**src/rtl/dlx_pkg.sv**
```systemverilog
// Shared DLX definitions: format codes, opcode/function constants used by the
// control decoder and the program encoder, field widths, encoder states.
package dlx_pkg;

  // Instruction format selector presented with each field bundle
  typedef enum logic [1:0] {
    FMT_R   = 2'b00,
    FMT_I   = 2'b01,
    FMT_J   = 2'b10,
    FMT_BAD = 2'b11
  } fmt_e;

  // Field widths; DLX numbers bits from the MSB, so DLX bit 0 is [W-1] here
  localparam int WORD_W  = 32;
  localparam int OP_W    = 6;
  localparam int FN_W    = 6;
  localparam int REG_W   = 5;
  localparam int SHAMT_W = 5;
  localparam int IMM_I_W = 16;
  localparam int IMM_J_W = 26;

  // Primary opcodes
  localparam logic [OP_W-1:0] OP_RTYPE = 6'h00;
  localparam logic [OP_W-1:0] OP_J     = 6'h02;
  localparam logic [OP_W-1:0] OP_JAL   = 6'h03;
  localparam logic [OP_W-1:0] OP_BEQZ  = 6'h04;
  localparam logic [OP_W-1:0] OP_BNEZ  = 6'h05;
  localparam logic [OP_W-1:0] OP_ADDI  = 6'h08;
  localparam logic [OP_W-1:0] OP_SUBI  = 6'h0A;
  localparam logic [OP_W-1:0] OP_LW    = 6'h23;
  localparam logic [OP_W-1:0] OP_SW    = 6'h2B;

  // R-type function codes
  localparam logic [FN_W-1:0] FN_ADD = 6'h20;
  localparam logic [FN_W-1:0] FN_SUB = 6'h22;
  localparam logic [FN_W-1:0] FN_AND = 6'h24;
  localparam logic [FN_W-1:0] FN_OR  = 6'h25;
  localparam logic [FN_W-1:0] FN_XOR = 6'h26;
  localparam logic [FN_W-1:0] FN_SLT = 6'h2A;

  // Program loader states
  typedef enum logic [1:0] {
    ST_IDLE,
    ST_LOAD,
    ST_DRAIN,
    ST_DONE
  } enc_state_e;

  // True when a 26-bit immediate field carries a value that fits the 16-bit
  // I-type immediate: upper bits all zero or a sign extension of bit 15.
  function automatic logic imm_fits_i(input logic [IMM_J_W-1:0] imm);
    return (imm[IMM_J_W-1:IMM_I_W] == '0) ||
           (imm[IMM_J_W-1:IMM_I_W] == {(IMM_J_W-IMM_I_W){imm[IMM_I_W-1]}});
  endfunction

endpackage

```
**src/rtl/dlx_skid_buf.sv**
```systemverilog
// Two-entry valid/ready buffer between the encoder and the instruction memory
// write port. Output comes straight from storage registers, and in_ready is a
// function of the fill level only, so nothing on the input side depends on
// out_ready combinationally.
module dlx_skid_buf #(
  parameter int W = 32
) (
  input  logic         clk,
  input  logic         rst,
  input  logic         in_valid,
  output logic         in_ready,
  input  logic [W-1:0] in_data,
  output logic         out_valid,
  input  logic         out_ready,
  output logic [W-1:0] out_data,
  output logic [1:0]   level
);

  logic [W-1:0] mem [2];
  logic         wr_ptr;
  logic         rd_ptr;
  logic         push;
  logic         pop;

  assign in_ready  = (level != 2'd2);
  assign out_valid = (level != 2'd0);
  assign out_data  = mem[rd_ptr];
  assign push      = in_valid & in_ready;
  assign pop       = out_valid & out_ready;

  // Storage, pointers and fill level; simultaneous push/pop keeps 1 word/cycle
  always_ff @(posedge clk or posedge rst) begin
    if (rst) begin
      // NOTE: the two data entries are reset too, so the write-data port reads
      // zero after reset instead of stale contents; cheap at this depth.
      mem[0] <= '0;
      mem[1] <= '0;
      wr_ptr <= 1'b0;
      rd_ptr <= 1'b0;
      level  <= 2'd0;
    end else begin
      // NOTE: non-blocking assignments throughout, so every read in this block
      // sees the pre-edge value regardless of statement order.
      if (push) begin
        mem[wr_ptr] <= in_data;
        wr_ptr      <= ~wr_ptr;
      end
      if (pop) begin
        rd_ptr <= ~rd_ptr;
      end
      level <= level + {1'b0, push} - {1'b0, pop};
    end
  end

endmodule

```
**src/rtl/dlx_inst_encoder.sv**
```systemverilog
// DLX program loader: packs instruction field bundles into 32-bit words and
// writes them to instruction memory at incrementing word addresses.
// Optional build macro DLX_ENC_RANGE_CHECK_EN: reject I-type immediates that do
// not fit 16 bits and non-zero register fields the format does not use.
// DLX numbers bits from the MSB; ports here are [W-1:0], so DLX Imm[10:25] is
// Imm[15:0] and DLX OpCode[0] is OpCode[5].
module dlx_inst_encoder
  import dlx_pkg::*;
#(
  parameter logic [31:0] BASE_ADDR = 32'h0000_0000,
  parameter int          MAX_WORDS = 1024,
  localparam int         CNT_W     = $clog2(MAX_WORDS) + 1
) (
  input  logic               clk,
  input  logic               rst,
  input  logic               Start,
  input  logic               Finish,
  input  logic               InValid,
  output logic               InReady,
  input  logic [1:0]         Format,
  input  logic [OP_W-1:0]    OpCode,
  input  logic [FN_W-1:0]    Function,
  input  logic [REG_W-1:0]   Rs1,
  input  logic [REG_W-1:0]   Rs2,
  input  logic [REG_W-1:0]   Rd,
  input  logic [IMM_J_W-1:0] Imm,
  output logic               IMemWE,
  input  logic               IMemReady,
  output logic [31:0]        IMemAddr,
  output logic [WORD_W-1:0]  IMemData,
  output logic [CNT_W-1:0]   Count,
  output logic               Busy,
  output logic               Done,
  output logic               Full,
  output logic               Error
);

  localparam int               OCC_W   = CNT_W + 1;
  localparam logic [OCC_W-1:0] MAX_OCC = OCC_W'(MAX_WORDS);

  fmt_e              fmt;
  enc_state_e        state;
  logic [WORD_W-1:0] enc_word;
  logic              word_ok;
  logic              range_ok;
  logic              accept;
  logic              push;
  logic              wr_done;
  logic              start_ok;
  logic              skid_in_ready;
  logic [1:0]        skid_level;
  logic [OCC_W-1:0]  occupancy;

  assign fmt       = fmt_e'(Format);
  // Words already written plus words waiting in the buffer; never exceeds MAX_WORDS
  assign occupancy = OCC_W'(Count) + OCC_W'(skid_level);
  assign Full      = (occupancy >= MAX_OCC);
  assign InReady   = (state == ST_LOAD) & skid_in_ready & ~Full;
  assign accept    = InValid & InReady;
  assign push      = accept & word_ok;
  assign wr_done   = IMemWE & IMemReady;
  assign start_ok  = Start & ((state == ST_IDLE) | (state == ST_DONE));

`ifdef DLX_ENC_RANGE_CHECK_EN
  // Reject oversize I-type immediates and register fields the format leaves unused
  always_comb begin
    range_ok = 1'b1;
    case (fmt)
      FMT_I:   range_ok = imm_fits_i(Imm) && (Rs2 == '0);
      FMT_J:   range_ok = (Rs1 == '0) && (Rs2 == '0) && (Rd == '0);
      default: range_ok = 1'b1;
    endcase
  end
`else
  // No field checking: upper I-type immediate bits and unused fields are dropped
  assign range_ok = 1'b1;
`endif

  // Pack the bundle into a DLX word and decide whether it may be written
  always_comb begin
    // NOTE: defaults first so every path assigns both outputs and no latch forms.
    enc_word = '0;
    word_ok  = 1'b0;
    case (fmt)
      FMT_R: begin
        enc_word = {OpCode, Rs1, Rs2, Rd, {SHAMT_W{1'b0}}, Function};
        word_ok  = range_ok;
      end
      FMT_I: begin
        enc_word = {OpCode, Rs1, Rd, Imm[IMM_I_W-1:0]};
        word_ok  = range_ok;
      end
      FMT_J: begin
        enc_word = {OpCode, Imm};
        word_ok  = range_ok;
      end
      default: begin
        enc_word = '0;
        word_ok  = 1'b0;
      end
    endcase
  end

  dlx_skid_buf #(
    .W (WORD_W)
  ) u_skid (
    .clk       (clk),
    .rst       (rst),
    .in_valid  (push),
    .in_ready  (skid_in_ready),
    .in_data   (enc_word),
    .out_valid (IMemWE),
    .out_ready (IMemReady),
    .out_data  (IMemData),
    .level     (skid_level)
  );

  // Loader FSM with registered Busy/Done and sticky Error
  always_ff @(posedge clk or posedge rst) begin
    if (rst) begin
      state <= ST_IDLE;
      Busy  <= 1'b0;
      Done  <= 1'b0;
      Error <= 1'b0;
    end else begin
      case (state)
        ST_IDLE, ST_DONE: begin
          if (Start) begin
            state <= ST_LOAD;
            Busy  <= 1'b1;
            Done  <= 1'b0;
            Error <= 1'b0;
          end
        end
        ST_LOAD: begin
          if (accept && !word_ok) begin
            Error <= 1'b1;
          end
          if (Finish) begin
            if ((skid_level == 2'd0) && !push) begin
              state <= ST_DONE;
              Busy  <= 1'b0;
              Done  <= 1'b1;
            end else begin
              state <= ST_DRAIN;
            end
          end
        end
        ST_DRAIN: begin
          if (skid_level == 2'd0) begin
            state <= ST_DONE;
            Busy  <= 1'b0;
            Done  <= 1'b1;
          end
        end
        default: begin
          state <= ST_IDLE;
          Busy  <= 1'b0;
          Done  <= 1'b0;
        end
      endcase
    end
  end

  // Write address and word count advance only when memory takes a word
  always_ff @(posedge clk or posedge rst) begin
    if (rst) begin
      IMemAddr <= BASE_ADDR;
      Count    <= '0;
    end else if (start_ok) begin
      IMemAddr <= BASE_ADDR;
      Count    <= '0;
    end else if (wr_done) begin
      IMemAddr <= IMemAddr + 32'd4;
      Count    <= Count + CNT_W'(1);
    end
  end

endmodule

```
**config.mk**
```make
export PLATFORM = sky130hd
export DESIGN_NAME = dlx_inst_encoder
export DESIGN_NICKNAME = d
export VERILOG_FILES = /design/src/rtl/dlx_pkg.sv /design/src/rtl/dlx_skid_buf.sv /design/src/rtl/dlx_inst_encoder.sv
export SDC_FILE = /design/constraint.sdc
export NUM_CORES = 1
export LEC_CHECK = 0
export ABC_AREA = 1
export CORE_ASPECT_RATIO = 0.5
export CORE_MARGIN = 5
export CORE_UTILIZATION = 38
export DETAILED_ROUTE_END_ITERATION = 12
export SLEW_MARGIN = 40
export SYNTH_ARGS = -nofsm -noshare
export SYNTH_HDL_FRONTEND = slang
export SYNTH_SLANG_ARGS = --single-unit
```
**constraint.sdc**
```tcl
create_clock -name clk -period 6.6 [get_ports clk]
set_input_delay 1.98 -clock clk [delete_from_list [all_inputs] [get_ports clk]]
set_output_delay 1.98 -clock clk [all_outputs]
set_load 0.01 [all_outputs]
```
Word-level counts from Yosys, hierarchy flattened --
Index checks and enable logic that the tools add are counted.
Storage, ports and cells: bits in registers 116, input bits 61, word-level logic and storage cells 89
Operators by class: $add $sub $neg 5, order comparisons 4, eq/ne operators 11, muxes and demuxes 29, bitwise logic cells 13, reductions and logical operators 16
Operators by type and width (count):
- $mux W32 | 6
- $pmux W32 S3 | 1
- $bwmux W64 | 1
- $add A32 B3 Y32 const B | 1
- $demux W32 S1 | 1
- $mux W11 | 2
- $add A11 B2 Y12 | 1
- $ge A12 B11 Y1 const B | 1
- $add A11 B1 Y11 const B | 1
- $mux W1 | 11
- $ne A2 B2 Y1 const B | 4
- $and A1 B1 Y1 | 7
- $eq A2 B2 Y1 const B | 3
- $logic_not A2 Y1 | 3
- $mux W2 | 3
- $pmux W1 S3 | 2
- $pmux W2 S3 | 1
- $reduce_and A3 Y1 | 2
- $reduce_bool A2 Y1 | 3
- $eq A2 B1 Y1 const B | 2
- $ge A2 B2 Y1 const B | 2
- $ne A2 B1 Y1 const B | 2
- $not A1 Y2 | 2
- $reduce_and A4 Y1 | 1
- other kinds (10) | 15

Depth between registers and ports, before layout --
depth in word-level cells 11, mapped depth 14

Modules after synthesis --
A second synthesis with hierarchy kept.
Unflattened totals: cells, all modules 876, area total of the unflattened synthesis 6518.8 sq um
By module, submodules not included:
- dlx_inst_encoder | times used 1, cells an instance 457, area each 3260.6 sq um
- dlx_skid_buf | times used 1, cells an instance 419, area each 3258.1 sq um

Worst setup path before layout --
No wires, ideal clock.
path kind flip-flop to output port, start point register Count[0], end point output port InReady, data arrival time 1.648 ns, data required time 4.620 ns, path slack 2.972 ns, cell stages (with the launch flop) 8, path through dfrtp_1 ha_1 fa_1 nand2_1 nor2_1 nand2_1 o21ai_1 a21boi_0
Between the ends: longest elaborated chain between the ends 4
Ends and longest elaborated chain:
- start, declared | RTL line dlx_inst_encoder.sv:31 | output logic [CNT_W-1:0] Count,
- start signal, assigned | RTL line dlx_inst_encoder.sv:175 | Count <= Count + CNT_W'(1);
- $add A11 B2 Y12 | RTL line dlx_inst_encoder.sv:56 | assign occupancy = OCC_W'(Count) + OCC_W'(skid_level);
- $ge A12 B11 Y1 | RTL line dlx_inst_encoder.sv:57 | assign Full = (occupancy >= MAX_OCC);
- $not A1 Y1 | RTL line dlx_inst_encoder.sv:58 | assign InReady = (state == ST_LOAD) & skid_in_ready & ~Full;
- $and A1 B1 Y1 | RTL line dlx_inst_encoder.sv:58
- end, declared | RTL line dlx_inst_encoder.sv:19 | output logic InReady,
No other way between the ends.

Final worst setup path --
Ends and elaborated chain as after synthesis.

==> impl_metrics.py <==
metrics = {
    "route": {
        "drt-wirelength-per-cell_um": 14.54,
        "drt-initial-drc-count": 277,
        "ant_nets": 0,
        "drc": 0,
        "vias": 5631,
        "viasPerCell": 4.821,
        "dr.pass1.iters": 4,
        "routed_wl_um": 16980,
    },
    "placement": {
        "dp.cells": 1136,
        "hpwl_um": 11710,
        "io_buffers": 139,
        "gp_congestion": 0.8338,
        "dp_worst_setup_slack_ns": 1.393,
    },
    "clock_network": {
        "cts_tree": "done",
        "clock-sinks": 114,
        "post_cts_resized": 0,
        "worstSkewPairLatency_ns": 0.41,
        "post_cts_buffers": 0,
        "cts_buffers": 17,
        "clk_pin_slew_ns": 0.05,
        "cts-root-buf": "clkbuf_16",
        "cts.path.max_buffers": 2,
        "cts.htree.levels": 4,
        "ctsHoldBuffers": 0,
    },
    "global_route": {
        "grt_overflow_total": 0,
        "grt_pass1_wl_um": 27770,
        "antenna_found_initial": 0,
        "grt_max_degree": 82,
        "grt_pass1_vias": 5567,
        "grt_util_all_layers": 0.1783,
    },
    "critical_path": {
        "worstPathArrival_ns": 2.64,
        "path_max_fanout": 5,
        "cp-start-kind": "flip-flop",
        "cp.required_ns": 4.62,
        "path_class": "flip-flop to primary output",
        "cp-end-kind": "primary output",
    },
    "synthesis": {
        "synth_flop_cell": "dfrtp_1",
        "synth_warnings": 0,
        "synth_area_mm2": 0.006227,
        "synth_edf_count": 0,
        "synthArstFlopShare": 1.000,
        "ys_types": 42,
        "synthesis.instances": 798,
        "synth_seq_cells": 114,
        "ys_seq_area_frac": 0.4581,
        "avgSynthCellArea_um2": 7.804,
    },
    "run": {
        "drv_cap": 0,
    },
    "sta": {
        "period_share": 0.7005,
        "finalSetupTns_ns": 0,
        "hold_violations": 0,
        "finalCriticalPeriod_ns": 4.623,
        "setup_viol": 0,
        "fin_worst_skew_ns": 0.01331,
        "rsz0062_at_grt": "no",
        "fmax_mhz": 216.3,
        "slew_headroom": 0.5581,
        "hold-worst-slack_ns": 0.4665,
        "worst-slew-pin-transition_ns": 0.6613,
        "maxSlewViolCount": 0,
        "fin_ws_ns": 1.977,
    },
    "die": {
        "die_area_mm2": 0.01920,
        "rows": 33,
        "initial_core_util": 0.3838,
        "die_w_um": 191.0,
        "io_pins": 142,
        "chipHeight_um": 100.5,
        "core-area_mm2": 0.01623,
    },
    "layout": {
        "diodes": 0,
        "fill_cells": 1604,
        "fin_cells": 1168,
        "area_growth_syn_to_layout_pct": 34.22,
        "layout-drive-gt1-share": 0.09777,
        "ff_latch_area_mm2": 0.002853,
        "finalNetCount": 998,
        "multi_input_area_mm2": 0.002873,
    },
    "power_and_ir_drop": {
        "power_leakage_nw": 3.968,
        "pwr_density_cell_mw_per_mm2": 385.4,
        "ir_worst_vdd_mv": 0.2176,
    },
    "run_status": {
        "status": "finished, final reports clean",
    },
    "hold_path": {
        "hold_class": "flip-flop to flip-flop",
    },
}
-- cell usage after synthesis (all sizes together), types with 2 or more instances --
library cell | count | area share
a211oi | 2 | 0.0024
a21boi | 2 | 0.0024
a21oi | 33 | 0.027
buf | 21 | 0.022
clkbuf | 13 | 0.0078
clkinv | 3 | 0.0018
dfrtp | 114 | 0.46
ha | 8 | 0.016
inv | 83 | 0.050
mux2 | 25 | 0.045
nand2 | 236 | 0.14
nand3 | 105 | 0.093
nand4 | 11 | 0.013
nor2 | 63 | 0.040
nor3 | 16 | 0.013
o211ai | 5 | 0.0060
o21ai | 37 | 0.030
o31ai | 2 | 0.0024
or2 | 3 | 0.0030
xnor2 | 3 | 0.0042
xor2 | 4 | 0.0056
-- path summary, 6_finish.rpt --
check	slack [ns]	from	cells past startpoint	to
setup / recovery	1.98	Count[0]	8	InReady
hold / removal	0.47	u_skid.mem[9]	2	u_skid.mem[9]
setup reg to reg	3.47	Count[0]	12	u_skid.mem[14]
hold reg to reg	0.47	u_skid.mem[9]	2	u_skid.mem[9]
max in group asynchronous	3.64	rst	3	u_skid.mem[36]
min in group asynchronous	2.06	rst	2	u_skid.mem[61]
-- power by group --
group          switching [mW]  total, mW  internal [mW]
registers               0.120       1.03          0.908
logic                   0.705       1.28          0.577
clock network           0.352      0.911          0.559
-- cell usage in the layout (no fill, tap or decap), types with 8 or more instances in the layout --
master	count
a21oi_1	33
clkbuf_16	17
clkdlybuf4s50_1	139
dfrtp_1	114
ha_1	8
inv_1	78
mux2_2	25
nand2_1	229
nand3_1	94
nand3_2	11
nand4_1	10
nor2_1	61
nor3_1	16
o21ai_0	35
-- area by class of cell --
class / instances / area share
Clock buffer: 17 / 0.05090
Clock inverter: 15 / 0.01916
Inverter: 86 / 0.03997
Multi-Input combinational cell: 565 / 0.3437
Sequential cell: 114 / 0.3413
Tap cell: 227 / 0.03398
Timing Repair Buffer: 144 / 0.1710
-- flip-flops by register name (all words and copies together), names as in the netlist --
name,flops
u_skid.rd_ptr,1
u_skid.level,2
IMemAddr,30
Busy,1
Error,1
u_skid.mem,64
u_skid.wr_ptr,1
Count,11
state,2
Done,1
-- cell families after synthesis --
group / after synthesis / share of synthesized area
xor+xnor: 7 / 0.009845
other cells: 1 / 0.0006022
fa+ha+maj: 9 / 0.01929
compound gates: 85 / 0.07434
buf+inv: 120 / 0.08238
mux: 25 / 0.04521
simple gates: 437 / 0.3102
flops: 114 / 0.4581
-- metrics by stage --
stage | utilization | power (mW) | cell area [µm²]
6_report | 0.5151 | 3.221 | 8358
5_1_grt | 0.5151 | 3.432 | 8358
4_1_cts | 0.5146 | 3.262 | 8351
3_5_place_dp | 0.4785 | 2.342 | 7765
3_3_place_gp | 0.4781 | 2.314 | 7759
2_1_floorplan | - | 1.794 | 6231
-- worst max-delay path: stages, from the launching register on --
cell and delay [ns]:
dfrtp_1 0.46, ha_1 0.27, fa_1 0.38, nand2_1 0.07
nor2_1 0.04, nand2_1 0.10, o21ai_1 0.11, a21boi_0 0.25
clkdlybuf4s50_1 0.59
-- per-layer routing --
metal  GRT usage  routed length [µm]  up-vias
met5           0                   0        -
met4     0.04744                  81        0
met1      0.2383                7796     2684
met3     0.03080                 587        4
li1            -                   -     2845
met2      0.3040                8517       98
Power figures use the tool's default switching activity.
==> variant, RTL diff (config.mk and constraints unchanged) <==
Put one more register stage on the output `Count`, without a reset. The value now appears one clock later. The other outputs are not delayed to match.
--- a/src/rtl/dlx_inst_encoder.sv
+++ b/src/rtl/dlx_inst_encoder.sv
@@ -40,2 +40,4 @@
 
+  logic [CNT_W-1:0] Count_s0;
+
   fmt_e              fmt;
@@ -55,3 +57,3 @@
   // Words already written plus words waiting in the buffer; never exceeds MAX_WORDS
-  assign occupancy = OCC_W'(Count) + OCC_W'(skid_level);
+  assign occupancy = OCC_W'(Count_s0) + OCC_W'(skid_level);
   assign Full      = (occupancy >= MAX_OCC);
@@ -168,10 +170,14 @@
       IMemAddr <= BASE_ADDR;
-      Count    <= '0;
+      Count_s0 <= '0;
     end else if (start_ok) begin
       IMemAddr <= BASE_ADDR;
-      Count    <= '0;
+      Count_s0 <= '0;
     end else if (wr_done) begin
       IMemAddr <= IMemAddr + 32'd4;
-      Count    <= Count + CNT_W'(1);
+      Count_s0 <= Count_s0 + CNT_W'(1);
     end
+  end
+
+  always_ff @(posedge clk) begin
+    Count <= Count_s0;
   end
Function: changed (a bounded check fails within 4 cycles, from zero or initial values and one cycle with rst high).
==> variant against the unedited design <==
- wire length decreased by 1.1%
- worst setup slack improved by 0.18 ns
- clock skew down 0.0051 ns
- sequential cell count rose by 11
- final area grew 0.49%
- area after synthesis fell by 0.48%
- total power up 5.3%
- critical path depth shrank 2
- final cell count shrank 2.9%
- largest cell class is now flip-flops and latches
==> variant: results (changes against the unedited design) <==
[critical_path]
cp.arrival_ns = 2.46  ; was 2.64 ns
r2r_cells = 10  ; was 12
r2r_setup_slack_ns = 3.69  ; was 3.47 ns
r2r_start = state[0]  ; was Count[0]
crit_start = Count_s0[0]  ; was Count[0]

[cells_and_area]
nFillCells = 1564  ; was 1604
final_nets = 964  ; was 998
final_cell_count_no_fill = 1134  ; was 1168

[logic_synthesis]
ys_async_sr_fraction_pct = 91.2  ; was 100%
avgSynthCellArea_um2 = 8.15  ; was 7.80 um2
yosys-top-cells-count = nand2_1, dfrtp_1, inv_1, o21ai_0, nor2_1  ; was nand2_1, dfrtp_1, nand3_1, inv_1, nor2_1
yosys.cell_types.count = 43  ; was 42

[placed_design]
gp_congestion = 0.878  ; was 0.834
pre_cts_ws_ns = 1.99  ; was 1.39 ns

[global_route]
grt_pass1_vias = 5608  ; was 5567
grt_pass1_wl_um = 28100  ; was 27800 um
grt_max_degree = 78  ; was 82
track_usage_pct = 18.2  ; was 17.8%

[power_and_ir_drop]
leakage_uw = 0.00384  ; was 0.00397 uW
ir_worst_vdd_uv = 197  ; was 218 uV

[drt]
via_per_inst = 4.93  ; was 4.82
drt_iter0_drc = 239  ; was 277

[sta]
clock_skew_ns = 0.00816  ; was 0.0133 ns
hold_ws_ns = 0.408  ; was 0.466 ns
slew_headroom_pct = 47.4  ; was 55.8%

[status]
status = finished, final reports clean  ; unchanged

[variant: changes by cell type in the layout (fill, tap and decap cells not counted), moves of 7 or more]
cell / delta
a22oi_1: +12
dfxtp_1: +11
inv_1: -13
mux2_2: -25
nand2_2: +14
nand3_1: -62
nand3_2: -11
nor2_1: -17
o21ai_0: +22
o21ai_1: +7
o21ai_2: +23
[variant: layout make-up]
class / instances / share of cell area [%]
clock buffers: 18 / 5.11
clock inverters: 14 / 2.29
inverters: 69 / 3.16
multi-input cells: 536 / 32.2
flip-flops and latches: 125 / 36.6
well taps: 227 / 3.38
repair buffers: 145 / 17.3
[variant: routing by layer]
layer	part of all wire [%]	GRT usage (%)
met5	0	0
met4	1.3	5.13
met3	4.4	4.34
met2	48	30.4
met1	46	24.0
[variant: worst max-delay path, cell delays in order, from the launching register on]
cell and delay, ns:
dfrtp_1 0.45, ha_1 0.26, fa_1 0.39, nand4_1 0.13, nand3_1 0.11, nor2_1 0.14, clkdlybuf4s50_1 0.58
[variant: logic make-up after synthesis]
| logic type | share of synthesized area, % |
|---|---|
| simple gates | 25.2 |
| buf+inv | 6.92 |
| other cells | 0.0605 |
| flops | 49.6 |
| fa+ha+maj | 1.94 |
| compound gates | 15.2 |
| xor+xnor | 1.13 |
[variant: where the power goes]
group          internal [uW]  switching (uW)
sequential              1000             159
clock                    633             360
combinational            564             672
total                   2200            1190
[variant: how the worst min path moves through the flow]
stage / from / end / cells after the start
after floorplan: Count_s0[8] / Count[8] / 0
after global placement: Count_s0[8] / Count[8] / 0
after detailed placement: Count_s0[8] / Count[8] / 0
after CTS: Count_s0[8] / Count[8] / 0
after global routing: Count_s0[8] / Count[8] / 0
final: Count_s0[8] / Count[8] / 0
[variant: metrics by stage]
step | util (%) | cell area, um2 | total power, uW
global placement | 47.9 | 7750 | 2400
global route | 51.9 | 8400 | 3640
finish | 51.9 | 8400 | 3390
CTS | 51.9 | 8400 | 3440
detailed placement | 48.1 | 7780 | 2430
floorplan | - | 6200 | 1880
